`config.mk`:
```
export PLATFORM = sky130hd
export DESIGN_NAME = ifq_fetch_sched
export DESIGN_NICKNAME = d
export VERILOG_FILES = /design/src/rtl/ifq_fetch_sched.sv
export SDC_FILE = /design/constraint.sdc
export NUM_CORES = 1
export LEC_CHECK = 0
export ABC_CLOCK_PERIOD_IN_PS = 3200
export BUFFER_PORTS_ARGS = -buffer_cell sky130_fd_sc_hd__buf_2
export CAP_MARGIN = 20
export CORE_UTILIZATION = 52
export DETAILED_ROUTE_END_ITERATION = 16
export PLACE_DENSITY = 0.76
export SLEW_MARGIN = 30
export SYNTH_ARGS = -nofsm -noshare
export SYNTH_HDL_FRONTEND = slang
export SYNTH_SLANG_ARGS = --single-unit
export TNS_END_PERCENT = 50
```
`constraint.sdc`:
```
create_clock -name i_clk -period 3.2 [get_ports i_clk]
set_clock_uncertainty 0.05 [all_clocks]
set_input_delay 0.64 -clock i_clk [delete_from_list [all_inputs] [get_ports i_clk]]
set_output_delay 0.64 -clock i_clk [all_outputs]
set_load 0.005 [all_outputs]
```
`src/rtl/ifq_fetch_sched.sv`:
```
// rtl/ifq_fetch_sched.sv - IFQ fetch scheduler: line requests, beat pushes, credit count, branch redirect; optional IFQ_PERF_CNT_EN counters
module ifq_fetch_sched #(
    parameter int                ADDR_W   = 32,
    parameter int                DEPTH    = 16,
    parameter int                WORDS    = 4,
    parameter logic [ADDR_W-1:0] RESET_PC = '0
) (
    input  logic                     i_clk,
    input  logic                     i_rst_n,
    input  logic                     i_branch_valid,
    input  logic [ADDR_W-1:0]        i_branch_target,
    output logic                     o_cache_req,
    output logic [ADDR_W-1:0]        o_cache_addr,
    input  logic                     i_cache_gnt,
    input  logic                     i_dout_valid,
    output logic                     o_push_fifo,
    input  logic                     i_pop_fifo,
    output logic                     o_fifo_flush,
    output logic [$clog2(DEPTH):0]   o_occupancy,
    output logic                     o_fifo_full
`ifdef IFQ_PERF_CNT_EN
    ,
    output logic [31:0]              o_line_cnt,
    output logic [31:0]              o_flush_cnt
`endif
);

    localparam int LW     = $clog2(WORDS);
    localparam int OCC_W  = $clog2(DEPTH) + 1;
    localparam int LINE_B = LW + 2;
    localparam logic [ADDR_W-1:0] LINE_BYTES = ADDR_W'(WORDS * 4);
    localparam logic [ADDR_W-1:0] LINE_MASK  = ~(LINE_BYTES - ADDR_W'(1));

    typedef enum logic [1:0] {
        S_IDLE  = 2'd0,
        S_REQ   = 2'd1,
        S_FILL  = 2'd2,
        S_DRAIN = 2'd3
    } state_t;

    state_t            r_state, w_state_nxt;
    logic [ADDR_W-1:0] r_fetch_pc, w_fetch_pc_nxt;
    logic [LW-1:0]     r_skip, w_skip_nxt;
    logic [LW-1:0]     r_beat_idx, w_beat_idx_nxt;
    logic [OCC_W-1:0]  r_occ, w_occ_nxt;
    logic [OCC_W-1:0]  w_free_now, w_free_nxt;
    logic              r_redirect;
    logic              w_beat_last, w_pop_ok, w_push, w_space_nxt;

    // r_redirect holds cache_req low for the cycle after a branch so the new address is seen cleanly
    assign o_cache_req  = (r_state == S_REQ) && !r_redirect;
    assign o_cache_addr = o_cache_req ? r_fetch_pc : '0;
    assign o_fifo_flush = i_branch_valid;
    assign o_occupancy  = r_occ;
    assign o_fifo_full  = (r_occ == OCC_W'(DEPTH));

    assign w_beat_last = i_dout_valid && (r_beat_idx == LW'(WORDS - 1));
    assign w_pop_ok    = i_pop_fifo && (r_occ != '0);
    // Words ahead of the branch target in the first line are dropped; a redirecting beat is never pushed
    assign w_push      = (r_state == S_FILL) && i_dout_valid && (r_beat_idx >= r_skip) && !i_branch_valid;
    assign o_push_fifo = w_push;

    assign w_free_now  = OCC_W'(DEPTH) - r_occ;
    assign w_free_nxt  = OCC_W'(DEPTH) - w_occ_nxt;
    assign w_space_nxt = (w_free_nxt >= OCC_W'(WORDS));

    // Credit counter update: a branch empties the queue and overrides any same-cycle push/pop
    always_comb begin
        w_occ_nxt = r_occ;
        if (i_branch_valid) begin
            w_occ_nxt = '0;
        end else if (w_push && !w_pop_ok) begin
            w_occ_nxt = r_occ + OCC_W'(1);
        end else if (!w_push && w_pop_ok) begin
            w_occ_nxt = r_occ - OCC_W'(1);
        end
    end

    // Next-state logic: sequential fetch first, then branch redirect overrides
    always_comb begin
        w_state_nxt    = r_state;
        w_fetch_pc_nxt = r_fetch_pc;
        w_skip_nxt     = r_skip;
        w_beat_idx_nxt = r_beat_idx;

        case (r_state)
            S_IDLE: begin
                if (w_free_now >= OCC_W'(WORDS)) begin
                    w_state_nxt = S_REQ;
                end
            end
            S_REQ: begin
                if (o_cache_req && i_cache_gnt) begin
                    w_state_nxt    = S_FILL;
                    w_beat_idx_nxt = '0;
                end
            end
            S_FILL: begin
                if (i_dout_valid) begin
                    w_beat_idx_nxt = r_beat_idx + LW'(1);
                    if (w_beat_last) begin
                        w_fetch_pc_nxt = r_fetch_pc + LINE_BYTES;
                        w_skip_nxt     = '0;
                        w_state_nxt    = w_space_nxt ? S_REQ : S_IDLE;
                    end
                end
            end
            S_DRAIN: begin
                if (i_dout_valid) begin
                    w_beat_idx_nxt = r_beat_idx + LW'(1);
                    if (w_beat_last) begin
                        w_state_nxt = S_REQ;
                    end
                end
            end
            default: w_state_nxt = S_IDLE;
        endcase

        if (i_branch_valid) begin
            w_fetch_pc_nxt = i_branch_target & LINE_MASK;
            w_skip_nxt     = i_branch_target[LINE_B-1:2];
            case (r_state)
                S_REQ: begin
                    if (o_cache_req && i_cache_gnt) begin
                        w_state_nxt    = S_DRAIN;
                        w_beat_idx_nxt = '0;
                    end else begin
                        w_state_nxt = S_REQ;
                    end
                end
                S_FILL, S_DRAIN: w_state_nxt = w_beat_last ? S_REQ : S_DRAIN;
                default:         w_state_nxt = S_REQ;
            endcase
        end
    end

    // State and datapath registers
    always_ff @(posedge i_clk or negedge i_rst_n) begin
        if (!i_rst_n) begin
            r_state    <= S_IDLE;
            r_fetch_pc <= RESET_PC;
            r_skip     <= '0;
            r_beat_idx <= '0;
            r_occ      <= '0;
            r_redirect <= 1'b0;
        end else begin
            r_state    <= w_state_nxt;
            r_fetch_pc <= w_fetch_pc_nxt;
            r_skip     <= w_skip_nxt;
            r_beat_idx <= w_beat_idx_nxt;
            r_occ      <= w_occ_nxt;
            r_redirect <= i_branch_valid;
        end
    end

`ifdef IFQ_PERF_CNT_EN
    logic [31:0] r_line_cnt, r_flush_cnt;
    logic        w_line_done;

    assign w_line_done = (r_state == S_FILL) && w_beat_last;
    assign o_line_cnt  = r_line_cnt;
    assign o_flush_cnt = r_flush_cnt;

    // Free-running event counters, wrapping naturally at 2^32
    always_ff @(posedge i_clk or negedge i_rst_n) begin
        if (!i_rst_n) begin
            r_line_cnt  <= '0;
            r_flush_cnt <= '0;
        end else begin
            if (w_line_done) begin
                r_line_cnt <= r_line_cnt + 32'd1;
            end
            if (i_branch_valid) begin
                r_flush_cnt <= r_flush_cnt + 32'd1;
            end
        end
    end
`endif

endmodule

```
==> metrics.md <==
| Metric | Value |
|---|---|
| Layout cells sized above 1 | `23.87%` |
| Max-capacitance violation count | `0` |
| Die width | `73.66 um` |
| Areal power density over the cells | `554.1 nW/um^2` |
| Number of distinct standard cells referenced by the synthesized netlist | `41` |
| Setup violations, final | `0` |
| Highest clock rate | `364.0 MHz` |
| Number of iterations in the first detailed-routing pass | `4` |
| Worst min-delay path class | `input port to asynchronous set/reset pin` |
| Antenna violations before repair | `0` |
| Routed wirelength normalized by instance count | `13.17 um` |
| Leak pwr | `1.470 nW` |
| Row count | `25` |
| Commonest non-fill, non-tap cells in the layout | `71 x sky130_fd_sc_hd__buf_2, 48 x sky130_fd_sc_hd__nand2_1, 40 x sky130_fd_sc_hd__dfrtp_1` |
| Vias post-DR | `2341` |
| CTS-repair resized insts | `0` |
| Starting DRT DRC Count | `148` |
| Sequential-to-total area share from yosys stat | `37.49%` |
| Total length of routed wires | `5847 um` |
| Startpoint Class | `flip-flop` |
| Register-to-register path setup slack | `450 ps` |
| Clock tree root buffer cell | `sky130_fd_sc_hd__clkbuf_8` |
| Clock latency of the later-clocked register in the worst-skew pair | `290 ps` |
| Antenna Nets Post-Route | `0` |
| Total global routing track utilization | `23.26%` |
| Total global routing overflow | `0` |
| Clock Sinks | `40` |
| Setup TNS | `0 ps` |
| Unrepaired setup endpoints after global routing | `false` |
| Slowest CP cell | `sky130_fd_sc_hd__dfrtp_1` |
| Worst IR drop on VDD | `0.0003575 V` |
| Level count of the clock H-tree | `2` |
| Ant diodes | `0` |
| Final critical-path required period | `2747 ps` |
| Slowest stage delay, CP | `470 ps` |
| Post-CTS setup buffers | `0` |
| Commonest non-fill, non-tap cell in the layout | `sky130_fd_sc_hd__buf_2` |
| Normalized max-slew margin | `59.34%` |
| Largest net degree at the start of global routing | `69` |
| Via count normalized by instance count | `5.273` |
| TritonCTS clock tree | `built` |
| Post-synthesis instance area | `2670 um^2` |
| Initial cell density of the core | `55.43%` |
| Drt drc | `0` |
| Global placer's final weighted congestion | `0.8055` |
| Final standard cell area without fillers | `3147 um^2` |
| Area Growth Syn to Fin | `17.85%` |
| Worst EP required | `3310 ps` |
| Placeable core area | `4817 um^2` |
| Port-buffer cells | `72` |
| Worst reg2reg path depth | `9` |
| Type of the worst setup path | `flip-flop to flip-flop` |
| Syn. warnings | `0` |
| DP HPWL | `4233 um` |
| CTS Hold Buffers Added | `0` |
| Average instance area after synthesis | `8.585 um^2` |
| Post-placement cell area | `3067 um^2` |
| Final hold violations | `0` |
| Syn Inst Count | `311` |
| Flops & latches, synth | `40` |
| Worst-path fanout max | `8` |
| Final Net Count | `424` |
| Transition time at the pin with the least slew margin | `605.3 ps` |
| Arrival time worst endpoint | `2850 ps` |
| Area of the die | `5425 um^2` |
| Wire length of the first global-routing pass | `9639 um` |
| Count of boundary I/O pins | `79` |
| Crit share post-route | `85.85%` |
| Clock slew seen by the registers of the worst setup and hold paths | `70 ps` |
| Endpoint kind of the worst setup timing path | `flip-flop` |
| Vias in the first global route | `2090` |
| Most Frequent Cell on Critical Path | `sky130_fd_sc_hd__ha_1` |
| Cell-by-cell trace of the critical path | `inv_1 > ha_1 > nor3b_1 > ha_1 > nor2b_1 > xnor2_1 > a311o_1 > o41ai_2 > a41oi_1` |
| Status | `completed` |
| Final Max Tran Viols | `0` |
| Clock buffers created by TritonCTS | `5` |
| Buffers from clock root to sink, at most | `2` |
| Final core utilization | `65.32%` |
| Vertical die dimension | `73.66 um` |
[stage by stage]
| stage | setup slack, ps | hold WS [ps] | total power, mW | instances |
|---|---|---|---|---|
| global route | 172.8 | 303.2 | 1.884 | 444 |
| global placement | 539.7 | 466.4 | 1.398 | 437 |
| floorplan | 678.1 | 294.4 | 1.202 | 314 |
| CTS | 475.1 | 447.7 | 1.748 | 444 |
| finish | 452.7 | 262.4 | 1.743 | 444 |
| detailed placement | 491.4 | 483.1 | 1.426 | 437 |
[worst paths after layout]
| kind | start | end |
|---|---|---|
| max | o_occupancy[0] | r_state[0] |
| max reg2reg | o_occupancy[0] | r_state[0] |
| min | i_rst_n | o_occupancy[2] |
| min reg2reg | r_beat_idx[0] | r_beat_idx[0] |
| max in group asynchronous | i_rst_n | r_fetch_pc[30] |
| min in group i_clk | r_beat_idx[0] | r_beat_idx[0] |
[per-layer routing]
metal	track usage (%)	part of all wire, %
met1	32.08	47
met2	37.00	48
met3	4.938	4.8
met4	6.410	0.48
met5	0	0
[cells by family (layout without fill, tap and decap cells)]
| logic type | after synthesis | in the layout | share of synthesized area, % |
|---|---|---|---|
| AND/OR/NAND/NOR | 145 | 145 | 29.01 |
| AO/OA/AOI/OAI | 46 | 46 | 10.40 |
| flip-flops | 40 | 40 | 37.49 |
| XOR/XNOR | 33 | 33 | 10.82 |
| buffers and inverters | 29 | 92 | 4.780 |
| adder cells (fa/ha/maj) | 9 | 9 | 4.218 |
| multiplexers | 8 | 8 | 3.140 |
| other | 1 | 4 | 0.1404 |
[worst max-delay path, delay by kind of cell, from the launching register on]
kind	cells	cell delay, ps
compound gates	3	810
xor+xnor	1	180
fa+ha+maj	2	470
buf+inv	1	150
flops	1	470
simple gates	2	480
[where the power goes]
part           total, mW  internal, mW  switching (mW)
clock network      0.316         0.148           0.168
registers          0.728         0.588           0.140
logic              0.699         0.333           0.367
[layout make-up]
class / instances / area, um^2
inverter: 9 / 33.78
clock buffer: 6 / 72.57
timing repair buffer: 76 / 392.9
clock inverter: 1 / 5.005
tap: 67 / 83.83
fill: 433 / 1670
sequential: 40 / 1001
multi-input combinational: 245 / 1558
[Yosys cell counts, drive strengths merged]
library cell / instances / share of area [%]
a21o: 3 / 0.84
a21oi: 1 / 0.19
a311o: 1 / 0.37
a31oi: 1 / 0.23
a41oi: 2 / 0.66
and2: 29 / 6.8
and3: 6 / 1.4
and4: 4 / 1.3
and4b: 1 / 0.37
buf: 5 / 1.4
clkbuf: 15 / 2.1
conb: 1 / 0.14
dfrtp: 40 / 37
ha: 9 / 4.2
inv: 9 / 1.3
mux2: 3 / 1.3
mux2i: 5 / 1.9
nand2: 48 / 6.7
nand2b: 2 / 0.47
nand3: 14 / 2.6
nand3b: 2 / 0.56
nand4: 7 / 1.6
nand4b: 1 / 0.33
nor2: 13 / 1.8
nor2b: 4 / 0.94
nor3: 4 / 1.2
nor3b: 3 / 0.84
nor4: 2 / 0.47
nor4b: 1 / 0.33
o2111ai: 1 / 0.33
o21ai: 32 / 6.0
o31a: 1 / 0.33
o31ai: 3 / 0.84
o41ai: 1 / 0.61
or2: 1 / 0.23
or3: 1 / 0.23
or3b: 1 / 0.42
or4: 1 / 0.28
xnor2: 14 / 4.6
xor2: 19 / 6.2
[flip-flops by register name, summed over array words and instances (netlist names)]
signal,flops
r_beat_idx,2
r_fetch_pc,28
r_redirect,1
o_occupancy,5
r_skip,2
r_state,2
Power figures use the tool's default switching activity.
